**config.mk**
```make
export PLATFORM = sky130hd
export DESIGN_NAME = id_regfile_dump_ctrl
export DESIGN_NICKNAME = d
export VERILOG_FILES = /design/src/rtl/id_regfile_dump_ctrl.sv
export SDC_FILE = /design/constraint.sdc
export NUM_CORES = 1
export LEC_CHECK = 0
export ABC_CLOCK_PERIOD_IN_PS = 4100
export BUFFER_PORTS_ARGS = -buffer_cell sky130_fd_sc_hd__buf_4
export CAP_MARGIN = 30
export CORE_MARGIN = 2
export CORE_UTILIZATION = 47
export CTS_CLUSTER_SIZE = 24
export DETAILED_ROUTE_END_ITERATION = 8
export GPL_TIMING_DRIVEN = 1
export MAX_ROUTING_LAYER = met4
export PLACE_DENSITY_LB_ADDON = 0.1
export SLEW_MARGIN = 40
export SYNTH_ARGS = -nofsm -noshare
export SYNTH_HDL_FRONTEND = slang
export SYNTH_SLANG_ARGS = --single-unit
export TNS_END_PERCENT = 100
```
**constraint.sdc**
```tcl
create_clock -name i_clk -period 4.1 [get_ports i_clk]
set_input_delay 0.82 -clock i_clk [delete_from_list [all_inputs] [get_ports i_clk]]
set_output_delay 0.82 -clock i_clk [all_outputs]
set_load 0.02 [all_outputs]
```
**src/rtl/id_regfile_dump_ctrl.sv**
```systemverilog
// Debug dump sequencer: borrows register file read port 1 while the core is halted
// and streams registers 0..SIZE_REG-1 out over a valid/ready handshake.
module id_regfile_dump_ctrl #(
    parameter int NB_DATA  = 32,
    parameter int NB_REG   = 5,
    parameter int SIZE_REG = 32
) (
    input  logic               i_clk,
    input  logic               i_reset,
    input  logic               i_dump_start,
    input  logic               i_halted,
    input  logic [NB_REG-1:0]  i_pipe_rs,
    input  logic [NB_REG-1:0]  i_pipe_rt,
    output logic [NB_REG-1:0]  o_rf_addr_1,
    output logic [NB_REG-1:0]  o_rf_addr_2,
    input  logic [NB_DATA-1:0] i_rf_data_1,
    output logic [NB_DATA-1:0] o_tx_data,
    output logic               o_tx_valid,
    input  logic               i_tx_ready,
    output logic [NB_REG-1:0]  o_index,
    output logic               o_pipe_stall,
    output logic               o_busy,
    output logic               o_done
);

    typedef enum logic [1:0] {
        IDLE = 2'd0,
        READ = 2'd1,
        SEND = 2'd2,
        DONE = 2'd3
    } state_t;

    localparam logic [NB_REG-1:0] LAST_INDEX = NB_REG'(SIZE_REG - 1);

    state_t              state_q, state_d;
    logic [NB_REG-1:0]   index_q, index_d;
    logic [NB_DATA-1:0]  tx_data_q, tx_data_d;
    logic                tx_valid_q, tx_valid_d;
    logic [NB_REG-1:0]   rf_addr_1;

    always_ff @(posedge i_clk) begin
        if (i_reset) begin
            state_q    <= IDLE;
            index_q    <= '0;
            tx_data_q  <= '0;
            tx_valid_q <= 1'b0;
        end else begin
            state_q    <= state_d;
            index_q    <= index_d;
            tx_data_q  <= tx_data_d;
            tx_valid_q <= tx_valid_d;
        end
    end

    always_comb begin
        state_d    = state_q;
        index_d    = index_q;
        tx_data_d  = tx_data_q;
        tx_valid_d = tx_valid_q;
        rf_addr_1  = i_pipe_rs;
        case (state_q)
            IDLE: begin
                // A start without a halted pipeline is dropped, not remembered.
                if (i_dump_start && i_halted) begin
                    state_d = READ;
                    index_d = '0;
                end
            end
            READ: begin
                rf_addr_1  = index_q;
                tx_data_d  = i_rf_data_1;
                tx_valid_d = 1'b1;
                state_d    = SEND;
            end
            SEND: begin
                rf_addr_1 = index_q;
                if (tx_valid_q && i_tx_ready) begin
                    tx_valid_d = 1'b0;
                    if (index_q == LAST_INDEX) begin
                        state_d = DONE;
                    end else begin
                        index_d = index_q + 1'b1;
                        state_d = READ;
                    end
                end
            end
            DONE: begin
                state_d = IDLE;
                index_d = '0;
            end
            default: begin
                state_d = IDLE;
                index_d = '0;
            end
        endcase
    end

    assign o_rf_addr_1  = rf_addr_1;
    assign o_rf_addr_2  = i_pipe_rt;
    assign o_tx_data    = tx_data_q;
    assign o_tx_valid   = tx_valid_q;
    assign o_index      = index_q;
    assign o_pipe_stall = (state_q == READ) || (state_q == SEND);
    assign o_busy       = (state_q != IDLE);
    assign o_done       = (state_q == DONE);

endmodule

```
## Word-level counts from Yosys, hierarchy flattened

Index checks and enable logic that the tools add are counted.

- Add/subtract/negate cells: 1
- Equal/unequal tests: 7
- Mux-type cells: 11
- Reductions and logical operators: 11

Operator list:

| operator | count |
|---|---|
| 5-bit 2-to-1 mux | 4 |
| 5-bit one-hot mux with 3 select lines | 1 |
| 2-bit one-hot mux with 4 select lines | 1 |
| 2-bit 2-to-1 mux | 3 |
| 2-bit != test (second input constant) | 3 |
| 5-bit by 1-bit adder with 5-bit output (second input constant) | 1 |
| 5-bit equality test (second input constant) | 1 |
| 2-bit equality test (second input constant) | 2 |
| 2-bit AND reduction | 2 |
| 4-bit AND reduction | 1 |
| 2-bit nonzero test | 2 |
| 3-bit nonzero test | 1 |
| 2-bit by 1-bit equality test with 1-bit output (second input constant) | 1 |
| 1-bit logical AND | 2 |
| 2-bit logical NOT | 1 |
| 1-bit one-hot mux with 2 select lines | 1 |
| 2-bit OR reduction | 1 |
| 1-bit logical OR | 1 |
| 1-bit 2-to-1 mux | 1 |

- Register bits: 40
- Input bits: 47
- Output and inout bits: 51
- Logic and storage cells: 34

## Logic depth before layout (Yosys ltp)

Gate-level depths: netlist (run 1).

- Word-level depth: 4
- Depth in mapped cells: 6
- Depth with buffers taken out: 6

## Worst setup path after synthesis (run 1)

Ideal clock, no wire load.

- Kind: register to output
- Start: reg state_q[1]
- End: out o_rf_addr_1[0]
- Arrival: 1337 ps
- Path slack: 1943 ps
- Stages on the path, launching flop included: 4
- Buffers on the path: 0
- Cells stage by stage: dfxtp_1 > inv_1 > ha_1 > mux2_2

- Longest elaborated chain between the ends: 3
- Elaborated cells on any way between the ends: 4

RTL lines:

| item | line | RTL |
|---|---|---|
| from (decl) | 35 | `state_t state_q, state_d;` |
| from (signal assigned) | 48 | `state_q <= state_d;` |
| 2-bit by 1-bit equality test with 1-bit output or 2-bit equality test (tied branches) | 61 | `case (state_q)` |
| 2-bit OR reduction (no line) * | -- |  |
| 5-bit 2-to-1 mux * | 61 |  |
| to (decl) | 14 | `output logic [NB_REG-1:0] o_rf_addr_1,` |

Every way passes the cells marked *; elsewhere a longest branch is shown, timed or not.

## Worst setup path after layout (run 1)

- Start: reg state_q[0]
- End: out o_rf_addr_1[2]

The elaborated chain is that of the path after synthesis.

==> impl_metrics.tcl, run 1 <==
set metrics [dict create \
    nNetsFinal 305 \
    pwr-share-clk_pct 20.1 \
    status "finished, final reports clean" \
    cp_cell_sequence "inv_1 > ha_1 > mux2_2 > buf_4" \
    period_minus_slack_ps 2610 \
    wl_um 3640 \
    worst_pin_slew_ps 610 \
    core_um2 3610 \
    peakVddDrop_mv 0.399 \
    criticalPathCategory "register to primary output" \
    syn_avg_cell_area_um2 10.2 \
    pwr-share-seq_pct 32.7 \
    finalSetupTns_ps 0 \
    grt_pass1_wl_um 5750 \
    finClkSkew_ps 4.79 \
    hold_class "register to register" \
    clk_path_buf_depth 2 \
    cp_slowest_cell "ha_1" \
    synth_nets 224 \
    antenna_found_initial 0 \
    multi_input_area_um2 848 \
    drv_cap 0 \
    postCtsSetupBuffers 0 \
    synth_seq_cells 40 \
    io_buffers 87 \
    syn-cell-area_um2 1730 \
    final_cell_mix "buf_4 (87), dfxtp_1 (40), nor2_1 (35), mux2i_1 (32), nand2_1 (8)" \
    dp.final_hpwl_um 2590 \
    syn-instance-count 170 \
    ys_seq_area_share_pct 46.2 \
    cts.sinks 40 \
    layout_commonest_cell "buf_4" \
    grt_setup_unrepaired "false" \
    drive_gt1_share_pct 41.7 \
    antenna_cells_inserted 0 \
    p_sw_uw 595 \
    die_area_um2 4190 \
    start_util_pct 48.0 \
    ctsResizeCount 0 \
    cp-end-kind "primary output" \
    grtUsageTotal_pct 17.9 \
    fillers 279 \
    wl_per_cell_um 12.1 \
    grt_pass1_vias 1313 \
    leakage_uw 0.00115 \
    cp.arrival_ps 1790 \
    grt_start_max_net_pins 39 \
    cts_buffers 5 \
    synth.top_cell.area_share_pct 46.2 \
    yosys_warnings 0 \
    htree_num_levels 2 \
    fp-row-count 22 \
    synthTopCellsByArea "dfxtp_1 (46%), mux2i_1 (18%), nor2_1 (7.6%)" \
    gp_congestion 0.856 \
    root_buffer "clkbuf_8" \
    io_pins 98 \
    fp.dieH_um 64.7 \
    path_max_fanout 6 \
    vias 1459 \
    slowest_delay_ps 440 \
    regArea_um2 801 \
    drv_slew 0 \
    swShare_pct 36.3 \
    crit_buf_inv 2 \
    crit_family "adder cells" \
    cts_hold_buf 0 \
    setup.worst_path.start_class "register" \
    yosys.cell_types.count 27 \
    area_growth_pct 44.7 \
    postLayoutCoreUtil_pct 69.5 \
    power_density_nw_per_um2 655 \
    gr-total-overflow 0 \
    hold_viol 0 \
    cts_tree "yes" \
    drt_pass1_iterations 4 \
    power.internal_uw 1050 \
    initialDrtViolationCount 51 \
    pwr-share-comb_pct 47.2 \
    clock.fmax_mhz 384 \
    die_x_um 64.7 \
    path_clk_slew_ps 80 \
    relSlewSlack_pct 58.8 \
    clock_latency_ps 290 \
    cp.required_ps 3280 \
    via_per_inst 4.86 \
    yosysTopAreaCell "dfxtp_1" \
    antenna_left 0 \
    fin_crit_sh_pct 63.6 \
    finalSetupViolations 0 \
    drcViolationCount 0 \
]
-- cell usage after synthesis (all sizes together) --
master / number
clkbuf: 4
mux2: 5
o2bb2ai: 2
a2111oi: 2
nand2b: 4
nand2: 8
o21ai: 1
and3: 1
buf: 9
nor4: 1
mux2i: 32
and2b: 1
or4: 1
o311a: 2
a21boi: 2
o31ai: 1
a21oi: 1
nor2: 35
nor4b: 1
inv: 6
o32ai: 3
dfxtp: 40
nand4b: 1
ha: 7
-- stage by stage --
stage          setup slack (ps)  cells  power, uW  hold slack [ps]  cell area (um2)
2_1_floorplan              1940    170       1060              520             1730
3_3_place_gp               1900    292       1320              473             2370
3_5_place_dp               1810    292       1320              480             2380
4_1_cts                    1490    300       1660              501             2510
5_1_grt                    1430    300       1740              529             2510
6_report                   1490    300       1640              493             2510
-- registers in the layout (all words and copies together), names as in the netlist --
name and cells:
state_q 2, o_index 5, o_tx_valid 1, o_tx_data 32
-- power groups by stage --
stage | clock network, uW | logic [uW] | registers, uW
global route | 357 | 833 | 548
CTS | 343 | 781 | 537
finish | 331 | 775 | 536
detailed placement | 0 | 778 | 544
global placement | 0 | 776 | 541
floorplan | 0 | 412 | 643
-- tightest hold or removal path, cell delays in order, from the launching register on --
cell     delay, ps
dfxtp_1        330
mux2i_1         60
nor2_1          70
-- worst paths after layout --
check / start / endpoint / slack (ps) / cells after the start
max: state_q[0]$_SDFFE_PP0P_ / o_rf_addr_1[2] / 1490 / 4
min: o_tx_data[23]$_SDFFE_PP0P_ / o_tx_data[23]$_SDFFE_PP0P_ / 490 / 2
max reg2reg: o_index[0]$_SDFFE_PP0P_ / o_index[2]$_SDFFE_PP0P_ / 2090 / 6
min reg2reg: o_tx_data[23]$_SDFFE_PP0P_ / o_tx_data[23]$_SDFFE_PP0P_ / 490 / 2
-- cell type report --
class	count	area share [%]
multi-input combinational	111	33.8
sequential	40	32.0
timing repair buffer	87	26.1
clock buffer	6	3.30
tap	48	2.40
clock inverter	2	1.55
inverter	6	0.899
-- kinds of logic after synthesis --
family / count (synthesis) / synth area share (%)
AND/OR/NAND/NOR: 53 / 13.6
adder cells (fa/ha/maj): 7 / 5.06
AO/OA/AOI/OAI: 14 / 7.88
multiplexers: 37 / 21.7
buffers and inverters: 19 / 5.49
flip-flops: 40 / 46.2
-- layer usage --
metal / routed length (um) / track usage [%]
met5: 0 / -
met3: 254 / 4.34
met1: 1650 / 22.7
met4: 57 / 7.71
met2: 1680 / 27.2
No activity file was read; power rests on OpenSTA's default activity.
==> inputs of run 2 (changes only) <==
--- a/config.mk
+++ b/config.mk
@@ -5,11 +5,11 @@
 export SDC_FILE = /design/constraint.sdc
 export NUM_CORES = 1
 export LEC_CHECK = 0
-export ABC_CLOCK_PERIOD_IN_PS = 4100
+export ABC_CLOCK_PERIOD_IN_PS = 2380
 export BUFFER_PORTS_ARGS = -buffer_cell sky130_fd_sc_hd__buf_4
 export CAP_MARGIN = 30
 export CORE_MARGIN = 2
-export CORE_UTILIZATION = 47
+export CORE_UTILIZATION = 39
 export CTS_CLUSTER_SIZE = 24
 export DETAILED_ROUTE_END_ITERATION = 8
 export GPL_TIMING_DRIVEN = 1
==> constraint.sdc (replaced) <==
create_clock -name i_clk -period 2.38 [get_ports i_clk]
set_input_delay 0.476 -clock i_clk [delete_from_list [all_inputs] [get_ports i_clk]]
set_output_delay 0.476 -clock i_clk [all_outputs]
set_load 0.02 [all_outputs]
==> impl_metrics.tcl, run 2 (same netlist as run 1, synthesis figures left out) <==
set metrics [dict create \
    antenna_found_initial 0 \
    power_uw 2720 \
    r2r_cells 6 \
    cp-end-kind "primary output" \
    clock.fmax_mhz 456 \
    cp.arrival_ps 1720 \
    fillers 383 \
    pwr-share-seq_pct 33.9 \
    fp-row-count 24 \
    grt_pass1_vias 1332 \
    slowest_delay_ps 430 \
    setup.worst_path.start_class "register" \
    area_growth_pct 43.7 \
    status "finished, final reports clean" \
    drive_gt1_share_pct 41.7 \
    clk_path_buf_depth 2 \
    pwr-share-comb_pct 49.4 \
    dp.final_hpwl_um 2800 \
    hold_ws_ps 424 \
    hold_depth 3 \
    cts_buffers 5 \
    finalSetupTns_ps 0 \
    fin_crit_sh_pct 92.2 \
    cts_hold_buf 0 \
    period_minus_slack_ps 2190 \
    largest_reg_flops 32 \
    root_buffer "clkbuf_8" \
    cts.sinks 40 \
    postCtsSetupBuffers 0 \
    peakVddDrop_mv 0.527 \
    finClkSkew_ps 2.28 \
    initialDrtViolationCount 82 \
    finalSetupViolations 0 \
    path_clk_slew_ps 70 \
    grt_pass1_wl_um 6120 \
    vias 1476 \
    wl_per_cell_um 12.4 \
    io_buffers 87 \
    hold_start "i_rf_data_1[2]" \
    io_pins 98 \
    criticalPathCategory "register to primary output" \
    ctsResizeCount 0 \
    final_cell_mix "buf_4 (89), dfxtp_1 (40), nor2_1 (35), mux2i_1 (32), nand2_1 (8)" \
    hold_class "input pin to register" \
    crit_path_start "state_q[1]$_SDFFE_PP0P_" \
    r2r-start "o_index[0]$_SDFFE_PP0P_" \
    fp.dieH_um 70.6 \
    drv_slew 0 \
    multi_input_area_um2 838 \
    swShare_pct 37.6 \
    drt_pass1_iterations 4 \
    cp_slowest_cell "ha_1" \
    grt_setup_unrepaired "false" \
    start_util_pct 40.0 \
    path_max_fanout 6 \
    nNetsFinal 307 \
    cp.required_ps 1900 \
    p_sw_uw 1020 \
    rrSetupSlack_ps 420 \
    postLayoutCoreUtil_pct 57.6 \
    hold_viol 0 \
    power_density_nw_per_um2 1090 \
    clock_latency_ps 280 \
    die_x_um 70.6 \
    antenna_cells_inserted 0 \
    reg2reg_to "o_index[0]$_SDFFE_PP0P_" \
    gr-total-overflow 0 \
    grtUsageTotal_pct 15.5 \
    layout.cells.non_filler 306 \
    htree_num_levels 2 \
    worst_pin_slew_ps 690 \
    placedCellCount 298 \
    cts_tree "yes" \
    leakage_uw 0.00114 \
    antenna_left 0 \
    drv_cap 0 \
    power.internal_uw 1700 \
    regArea_um2 801 \
    wl_um 3780 \
    grt_start_max_net_pins 39 \
    relSlewSlack_pct 53.3 \
    layout_commonest_cell "buf_4" \
    min_to "o_tx_data[2]$_SDFFE_PP0P_" \
    die_area_um2 4990 \
    core_um2 4320 \
    drcViolationCount 0 \
    gp_congestion 0.772 \
    cp_cell_sequence "inv_1 > ha_1 > mux2_2 > buf_4" \
    via_per_inst 4.82 \
    pwr-share-clk_pct 16.8 \
]
## run 2: cell count changes in the layout (fill, tap and decap cells not counted), sizes merged
cell / before / now
buf: 87 / 89
bufinv: 1 / 0
clkbuf: 6 / 7
clkinv: 1 / 0
clkinvlp: 0 / 1
## run 2: power by group through the flow
stage	logic, uW	registers (uW)	clock network, uW
3_3_place_gp	1360	932	0
3_5_place_dp	1350	932	0
6_report	1340	920	456
2_1_floorplan	710	1110	0
5_1_grt	1440	945	504
4_1_cts	1360	921	477
## run 2: metrics by stage
step	instance area (um2)	setup slack (ps)
after floorplan	1730	479
after global placement	2390	493
after detailed placement	2390	416
after CTS	2490	171
after global routing	2490	77.9
final	2490	186
## run 2: final cells by class
type	count	area share (%)
Inverter	6	0.905
Tap cell	52	2.61
Clock buffer	7	3.47
Multi-Input combinational cell	111	33.7
Sequential cell	40	32.2
Timing Repair Buffer	89	26.8
Clock inverter	1	0.302
## run 2: worst max-delay path, delay by kind of cell, from the launching register on
family / cells / cell delay (ps)
fa+ha+maj: 1 / 430
flops: 1 / 380
mux: 1 / 370
buf+inv: 2 / 260
## run 2: metal layers
layer	GRT usage [%]	wire, um	vias up	part of all wire [%]
met4	5.45	53	0	1.4
met3	3.99	265	9	7.0
met2	23.7	1740	55	46
met1	20.0	1720	668	45
met5	-	0	-	0
li1	-	-	744	-
## run 2: worst max-delay path by stage
| stage | endpoint | slack [ps] | cells after the start |
|---|---|---|---|
| after floorplan | o_index[2]$_SDFFE_PP0P_ | 480 | 6 |
| after global placement | o_index[2]$_SDFFE_PP0P_ | 490 | 6 |
| after detailed placement | o_index[3]$_SDFFE_PP0P_ | 420 | 6 |
| after CTS | o_rf_addr_1[0] | 170 | 4 |
| after global routing | o_rf_addr_1[2] | 80 | 4 |
| final | o_rf_addr_1[0] | 190 | 4 |
==> inputs of run 3 (changes only) <==
--- a/config.mk
+++ b/config.mk
@@ -14,7 +14,7 @@
 export DETAILED_ROUTE_END_ITERATION = 8
 export GPL_TIMING_DRIVEN = 1
 export MAX_ROUTING_LAYER = met4
-export PLACE_DENSITY_LB_ADDON = 0.1
+export PLACE_DENSITY = 0.8
 export SLEW_MARGIN = 40
 export SYNTH_ARGS = -nofsm -noshare
 export SYNTH_HDL_FRONTEND = slang
==> impl_metrics.tcl, run 3 (same netlist as run 1, synthesis figures left out) <==
set metrics [dict create \
    drive_gt1_share_pct 41.9 \
    clk_path_buf_depth 2 \
    fin_crit_sh_pct 94.0 \
    relSlewSlack_pct 60.1 \
    finalSetupTns_ps 0 \
    clock_latency_ps 290 \
    io_buffers 87 \
    grt_pass1_wl_um 6310 \
    power_density_nw_per_um2 1090 \
    cp.required_ps 1900 \
    finalSetupViolations 0 \
    layout_commonest_cell "buf_4" \
    gp_congestion 0.728 \
    grt_start_max_net_pins 39 \
    crit_cells 4 \
    crit_family "adder cells" \
    period_minus_slack_ps 2240 \
    die_area_um2 4990 \
    fin_ws_ps 142 \
    wl_um 3810 \
    antenna_found_initial 0 \
    r2r_cells 6 \
    cp_cell_sequence "inv_1 > ha_1 > mux2_2 > buf_4" \
    largest_reg_flops 32 \
    cts.sinks 40 \
    final_cell_mix "buf_4 (88), dfxtp_1 (40), nor2_1 (35), mux2i_1 (32), nand2_1 (8)" \
    wl_per_cell_um 12.5 \
    via_per_inst 4.87 \
    initialDrtViolationCount 52 \
    placed_cell_area_um2 2390 \
    fp-row-count 24 \
    cp-end-kind "primary output" \
    place_ws_ps 434 \
    gr-total-overflow 0 \
    grt_pass1_vias 1455 \
    root_buffer "clkbuf_8" \
    finClkSkew_ps 5.17 \
    area_growth_pct 42.9 \
    leakage_uw 0.00114 \
    htree_num_levels 2 \
    drcViolationCount 0 \
    drv_cap 0 \
    io_pins 98 \
    start_util_pct 40.0 \
    die_x_um 70.6 \
    ctsResizeCount 0 \
    worst_pin_slew_ps 590 \
    hold_depth 3 \
    slowest_delay_ps 440 \
    cts_hold_buf 0 \
    drt_pass1_iterations 4 \
    grtUsageTotal_pct 15.9 \
    cp_slowest_cell "ha_1" \
    fp.dieH_um 70.6 \
    nNetsFinal 306 \
    path_clk_slew_ps 80 \
    criticalPathCategory "register to primary output" \
    core_um2 4320 \
    power_uw 2690 \
    vias 1486 \
    cts_tree "yes" \
    clock.fmax_mhz 447 \
    crit_buf_inv 2 \
    postCtsSetupBuffers 0 \
    antenna_cells_inserted 0 \
    cp.arrival_ps 1760 \
    hold_ws_ps 421 \
    antenna_left 0 \
    fin_area_um2 2470 \
    dp.final_hpwl_um 2820 \
    drv_slew 0 \
    grt_setup_unrepaired "false" \
    hold_viol 0 \
    status "finished, final reports clean" \
    cts_buffers 5 \
    peakVddDrop_mv 0.496 \
    setup.worst_path.start_class "register" \
    path_max_fanout 6 \
    hold_class "input pin to register" \
]
## run 3: cell types whose count changed in the layout (fill, tap and decap cells not counted)
cell,previous run,this run
buf_4,89,88
clkbuf_1,1,0
clkinvlp_4,1,0
clkinv_4,0,1
clkinv_2,0,2
clkbuf_8,6,5
## run 3: per-layer routing
layer	wire (um)	global-route usage [%]	up-vias
li1	-	-	740
met1	1580	17.9	683
met2	1890	26.9	57
met3	316	5.56	6
met4	29	4.61	0
met5	0	-	-
## run 3: where the power goes
group	total, uW	internal, uW	leakage, uW	switching, uW
clock network	433	204	0.0000479	229
logic	1330	625	0.000767	707
registers	924	829	0.000327	95.4
total	2690	1660	0.00114	1030
## run 3: worst register-to-register path, delay by kind of cell (launching register included)
| kind | cells | cell delay [ps] |
|---|---|---|
| adders and majority gates | 2 | 470 |
| AOI/OAI and AO/OA | 2 | 620 |
| and+or+nand+nor | 2 | 400 |
| DFF | 1 | 360 |
## run 3: cell type report
type / count / area, um2
Clock inverter: 3 / 18.8
Fill cell: 386 / 1850
Multi-Input combinational cell: 111 / 838
Sequential cell: 40 / 801
Tap cell: 52 / 65.1
Clock buffer: 5 / 68.8
Inverter: 6 / 22.5
Timing Repair Buffer: 88 / 661
## run 3: per-stage QoR
stage          std cells  utilization, %
6_report             305            57.2
5_1_grt              305            57.2
4_1_cts              305            57.2
3_5_place_dp         297            55.2
3_3_place_gp         297            55.2
2_1_floorplan        170               -
## run 3: worst paths after layout
kind                            slack (ps)                         end                        from
worst max-delay path                   140              o_rf_addr_1[4]     state_q[0]$_SDFFE_PP0P_
worst min-delay path                   420  o_tx_data[21]$_SDFFE_PP0P_             i_rf_data_1[21]
worst max register to register         410     o_index[3]$_SDFFE_PP0P_     o_index[0]$_SDFFE_PP0P_
worst min register to register         500  o_tx_data[26]$_SDFFE_PP0P_  o_tx_data[26]$_SDFFE_PP0P_
